### src/rtl/ifu_pkg.sv
// Shared encodings for the instruction-fetch controller: PC write source,
// PC increment amount and the controller state.
package ifu_pkg;

    typedef enum logic [1:0] {
        PC_WR_INC  = 2'b00,
        PC_WR_ALU  = 2'b01,
        PC_WR_TRAP = 2'b10
    } pc_wr_sel_t;

    typedef enum logic [1:0] {
        INC_4 = 2'b00,
        INC_2 = 2'b01,
        INC_0 = 2'b10
    } pc_inc_sel_t;

    typedef enum logic [1:0] {
        IDLE  = 2'b00,
        FETCH = 2'b01,
        HOLD  = 2'b10,
        DROP  = 2'b11
    } ifu_state_t;

    // Full-length instructions carry 2'b11 in their low bits; anything else is compressed.
    function automatic pc_inc_sel_t inc_for(input logic [1:0] low_bits);
        return (low_bits == 2'b11) ? INC_4 : INC_2;
    endfunction

endpackage

### src/rtl/ifu_ctl.sv
// Instruction-fetch controller: issues memory requests, holds one fetched
// instruction for decode, and steers PC updates including redirects.
module ifu_ctl
    import ifu_pkg::*;
#(
    parameter int unsigned XLEN = 32
) (
    input  logic            clk_i,
    input  logic            rst_i,
    input  logic            run_i,
    input  logic            redirect_i,
    input  logic [1:0]      redirect_sel_i,
    input  logic [XLEN-1:0] pc_data_i,
    output logic            imem_req_o,
    input  logic            imem_ack_i,
    input  logic [XLEN-1:0] imem_data_i,
    output logic            pc_wr_en_o,
    output logic [1:0]      pc_wr_sel_o,
    output logic [1:0]      pc_inc_sel_o,
    output logic            inst_valid_o,
    input  logic            inst_ready_i,
    output logic [XLEN-1:0] inst_data_o,
    output logic [XLEN-1:0] inst_pc_o
);

    ifu_state_t  state;
    ifu_state_t  state_next;
    logic        capture;
    logic        wr_en;
    pc_wr_sel_t  wr_sel;
    pc_inc_sel_t inc_sel;

    always_comb begin
        state_next = state;
        capture    = 1'b0;
        wr_en      = 1'b0;
        wr_sel     = PC_WR_INC;
        inc_sel    = INC_4;

        case (state)
            IDLE: begin
                if (!redirect_i && run_i) begin
                    state_next = FETCH;
                end
            end
            FETCH: begin
                // A redirect racing the ack lands the stale word here; the
                // request for the new PC is simply reissued from FETCH.
                if (redirect_i) begin
                    state_next = imem_ack_i ? FETCH : DROP;
                end else if (imem_ack_i) begin
                    capture    = 1'b1;
                    state_next = HOLD;
                    wr_en      = 1'b1;
                    inc_sel    = inc_for(imem_data_i[1:0]);
                end
            end
            HOLD: begin
                if (redirect_i) begin
                    state_next = FETCH;
                end else if (inst_ready_i) begin
                    state_next = run_i ? FETCH : IDLE;
                end
            end
            DROP: begin
                if (!redirect_i && imem_ack_i) begin
                    state_next = run_i ? FETCH : IDLE;
                end
            end
            default: state_next = IDLE;
        endcase

        if (redirect_i) begin
            wr_en   = 1'b1;
            wr_sel  = pc_wr_sel_t'(redirect_sel_i);
            inc_sel = INC_0;
        end
    end

    // Reset must silence the PC write path in the same cycle it is raised.
    assign pc_wr_en_o   = wr_en && !rst_i;
    assign pc_wr_sel_o  = rst_i ? '0 : wr_sel;
    assign pc_inc_sel_o = rst_i ? '0 : inc_sel;

    always_ff @(posedge clk_i or posedge rst_i) begin
        if (rst_i) begin
            state        <= IDLE;
            imem_req_o   <= 1'b0;
            inst_valid_o <= 1'b0;
            inst_data_o  <= '0;
            inst_pc_o    <= '0;
        end else begin
            state        <= state_next;
            imem_req_o   <= (state_next == FETCH) || (state_next == DROP);
            inst_valid_o <= (state_next == HOLD);
            if (capture) begin
                inst_data_o <= imem_data_i;
                inst_pc_o   <= pc_data_i;
            end
        end
    end

endmodule

### config.mk
export PLATFORM = sky130hd
export DESIGN_NAME = ifu_ctl
export DESIGN_NICKNAME = d
export VERILOG_FILES = /design/src/rtl/ifu_pkg.sv /design/src/rtl/ifu_ctl.sv
export SDC_FILE = /design/constraint.sdc
export NUM_CORES = 1
export LEC_CHECK = 0
export ABC_AREA = 0
export BUFFER_PORTS_ARGS = -buffer_cell sky130_fd_sc_hd__buf_2
export CAP_MARGIN = 20
export CORE_ASPECT_RATIO = 1.4
export CORE_MARGIN = 2
export CORE_UTILIZATION = 40
export DETAILED_ROUTE_END_ITERATION = 6
export PLACE_DENSITY = 0.73
export SKIP_CTS_REPAIR_TIMING = 1
export SLEW_MARGIN = 25
export SYNTH_ARGS = -nofsm -noshare
export SYNTH_HDL_FRONTEND = slang
export SYNTH_SLANG_ARGS = --single-unit
### constraint.sdc
create_clock -name clk_i -period 12.3 [get_ports clk_i]
set_input_delay 3.69 -clock clk_i [delete_from_list [all_inputs] [get_ports clk_i]]
set_output_delay 3.69 -clock clk_i [all_outputs]
set_load 0.005 [all_outputs]
Yosys cells after proc, flatten, opt, wreduce, memory -nomap -nowiden. Cells that the tools add are included.

Register bits after elaboration: 68. Latch bits: 0. Bits in writable memories: 0. Memory bits (read-only): 0. Input port bits: 72. Output and inout bits: 71. Logic and storage cells: 40. Memories kept: 0.

$add $sub $neg: 0. $mul: 0. Divide/modulo/power cells: 0. Order comparisons: 0. Equality and inequality tests: 7. Shift operators: 0. Muxes and demuxes: 21. Bitwise operators: 0. Reductions and logical operators: 7.

Operators with widths (number): 2-to-1 mux 2 bit (11); == test 2 bit (second input constant) (5); 2-to-1 mux 1 bit (9); one-hot mux 2 bit (4 select lines) (1); == test 2 x 1 -> 1 bit (second input constant) (2); logical AND 1 bit (3); zero test 1 bit (2); zero test 2 bit (1); logical OR 1 bit (1).

Longest topological paths before layout.
Depth in word-level cells: 6. Mapped depth: 5. Mapped depth without buffers: 4.

Least setup slack after synthesis. No wires, ideal clock.

Kind: input to output. Start point: input rst_i. End point: output pc_inc_sel_o[0]. Arrival time: 5469 ps. Required time: 8610 ps. Setup slack: 3141 ps. Cell stages on the path: 2. Path buffers: 0. Cells stage by stage: inv_1 -> and3_1.

Longest elaborated chain between the ends: 1.

Ends and longest elaborated chain: start: declaration (RTL line ifu_ctl.sv:9) `input logic rst_i,`; 2-to-1 mux 2 bit (RTL line ifu_ctl.sv:83) `assign pc_inc_sel_o = rst_i ? '0 : inc_sel;`; end: declaration (RTL line ifu_ctl.sv:19) `output logic [1:0] pc_inc_sel_o,`.

No other way between the ends.

Worst setup path after layout. Ends and elaborated chain as after synthesis.

==> impl_metrics.ini <==
[yosys]
synth-simple-area-share_pct = 3.022
synth_compound_gate_area_share_pct = 2.219
synth_top_area_cell = dfrtp_1
muxShareOfSynthArea_pct = 27.20
syn_area_per_cell_um2 = 16.06
synth_flop_cell = dfrtp_1
synthTopCellsByArea = dfrtp_1 64%, mux2_1 21%, mux2_2 6.4%
ys_top_cells_by_count = 68 x dfrtp_1, 49 x mux2_1, 15 x mux2_2, 6 x buf_6
synth_cell_types = 20
synth_xor_area_share_pct = 0
synth_top_area_share_pct = 64.21
synth_top_family_by_area = multiplexers
synth.most_common_cell = dfrtp_1
netlist_instances = 165
synth_nets = 237
ys_ff_latch = 68
synth_enable_flop_cells = 0
syn_area_mm2 = 0.002650
ys_async_sr_fraction_pct = 100.0
synthAdderAreaFrac_pct = 0
ys_warn_count = 0
yosysSeqAreaShare_pct = 64.21

[cts]
h-tree-depth = 3
cts_tree = built
numCtsBuffers = 9
path_clk_slew_ns = 0.07
clk_path_buf_depth = 2
cts.sinks = 68
root_buffer = clkbuf_8
worstSkewPairLatency_ns = 0.33

[routing]
vias = 1854
routedWlPerCell_um = 13.76
drtAntennaViolNets = 0
drtPass1Iterations = 2
drtIter0Drc = 58
drc = 0
wirelength_um = 5380
viasPerCell = 4.742

[finish]
syn2layout_area_growth_pct = 37.58
stdcell_area_mm2 = 0.003646
multi_input_area_um2 = 865.8
nFillCells = 578
layout.nets = 384
num_antenna_cells = 0
seq_area_mm2 = 0.001702
layout-drive-gt1-share_pct = 56.47

[worst_setup_path]
crit_type = in2out
worstPathRequired_ns = 8.61
arrival_ns = 4.89
endpoint_kind = output port
critPathLaunchType = primary input
worstPathMaxFanout = 69

[floorplan]
floorplan.rows = 35
initial_core_util_pct = 40.89
coreArea_mm2 = 0.006481
pin_count = 143
die_x_um = 72.79
die_y_um = 100.3
dieArea_mm2 = 0.007301

[placement]
place_hpwl_um = 3994
gp_congestion = 0.6870
placed_area_mm2 = 0.003397
port_buffers = 142

[global_routing]
grtUsageTotal_pct = 15.16
overflow = 0
grt_pass1_vias = 1800
grt_start_max_net_pins = 70
grt_pass1_wl_um = 8321
antenna_found_initial = 0

[sta]
fin_tns_setup_ns = 0
relSlewSlack_pct = 44.67
period_needed_ns = 8.583
rsz0062_at_grt = false
hold_viol_final = 0
fmax_mhz = 116.5
skew_ns = 0.007539
maxSlewViolCount = 0
tightest_slew_ns = 0.8300
period_share_pct = 69.78
setup_viol = 0

[run_status]
status = completed

[power_and_ir_drop]
p_per_area_mw_per_mm2 = 234.7
leakagePower_nw = 1.848
peakVddDrop_mv = 0.1033

[flow_run]
cap_violations = 0

[min_path]
min_path_type = reg2reg
[final timing paths]
path	end	slack, ns	cells past startpoint	start
worst max-delay path	pc_inc_sel_o[0]	3.72	5	rst_i
max in group asynchronous	inst_data_o[19]	8.15	3	rst_i
worst min register to register	inst_data_o[9]	0.48	1	inst_data_o[9]
worst min-delay path	inst_data_o[9]	0.48	1	inst_data_o[9]
min in group asynchronous	inst_pc_o[5]	3.63	3	rst_i
worst max register to register	inst_data_o[21]	10.31	4	state[0]
[final cells by class]
cell class | count | area share, %
Timing Repair Buffer | 144 | 19.90
Sequential cell | 68 | 46.67
Tap cell | 74 | 2.539
Inverter | 3 | 0.3089
Multi-Input combinational cell | 86 | 23.75
Clock inverter | 6 | 3.054
Clock buffer | 10 | 3.775
[report_power, final]
| group | total (mW) | internal (mW) | switching, mW |
|---|---|---|---|
| Clock | 0.222 | 0.140 | 0.0822 |
| Combinational | 0.247 | 0.148 | 0.0996 |
| Sequential | 0.386 | 0.333 | 0.0528 |
[stage by stage]
step	worst slack, ns	util, %	cells	power [mW]	hold WS (ns)
floorplan	3.141	-	165	0.5013	0.4828
global placement	3.675	52.41	375	0.6354	0.4643
detailed placement	3.659	52.41	375	0.6464	0.4692
CTS	3.652	56.25	391	0.8739	0.4857
global route	3.507	56.25	391	0.9155	0.5012
finish	3.717	56.25	391	0.8559	0.4796
[cell usage in the layout (no fill, tap or decap), types with 2 or more instances in the layout]
cell type,instances
bufinv_16,3
o31ai_1,2
buf_4,2
o21ai_0,3
nand2_1,2
inv_1,2
nor2_1,2
and2_1,2
dfrtp_1,68
mux2_2,15
nand2b_1,2
clkbuf_8,10
a21oi_1,2
mux2_1,49
buf_2,142
[sequential cells by signal, indices dropped and copies added (netlist names)]
name	cells
inst_valid_o	1
imem_req_o	1
inst_data_o	32
inst_pc_o	32
state	2
[cell families after synthesis]
family                 after synthesis
and+or+nand+nor                     13
AOI/OAI and AO/OA                    9
muxes                               64
buffers and inverters               11
DFF                                 68
[critical path: stages]
cell    delay (ns)
buf_2         0.12
inv_2         0.04
buf_4         0.65
and3_1        0.26
buf_2         0.13
[metal layers]
layer,GRT usage [%],routed length [um],vias to the layer above
met3,3.313,342,11
met1,17.26,2003,891
met5,0,0,-
li1,-,-,874
met2,25.66,2886,78
met4,8.974,146,0
(Power assumes the default switching activity.)
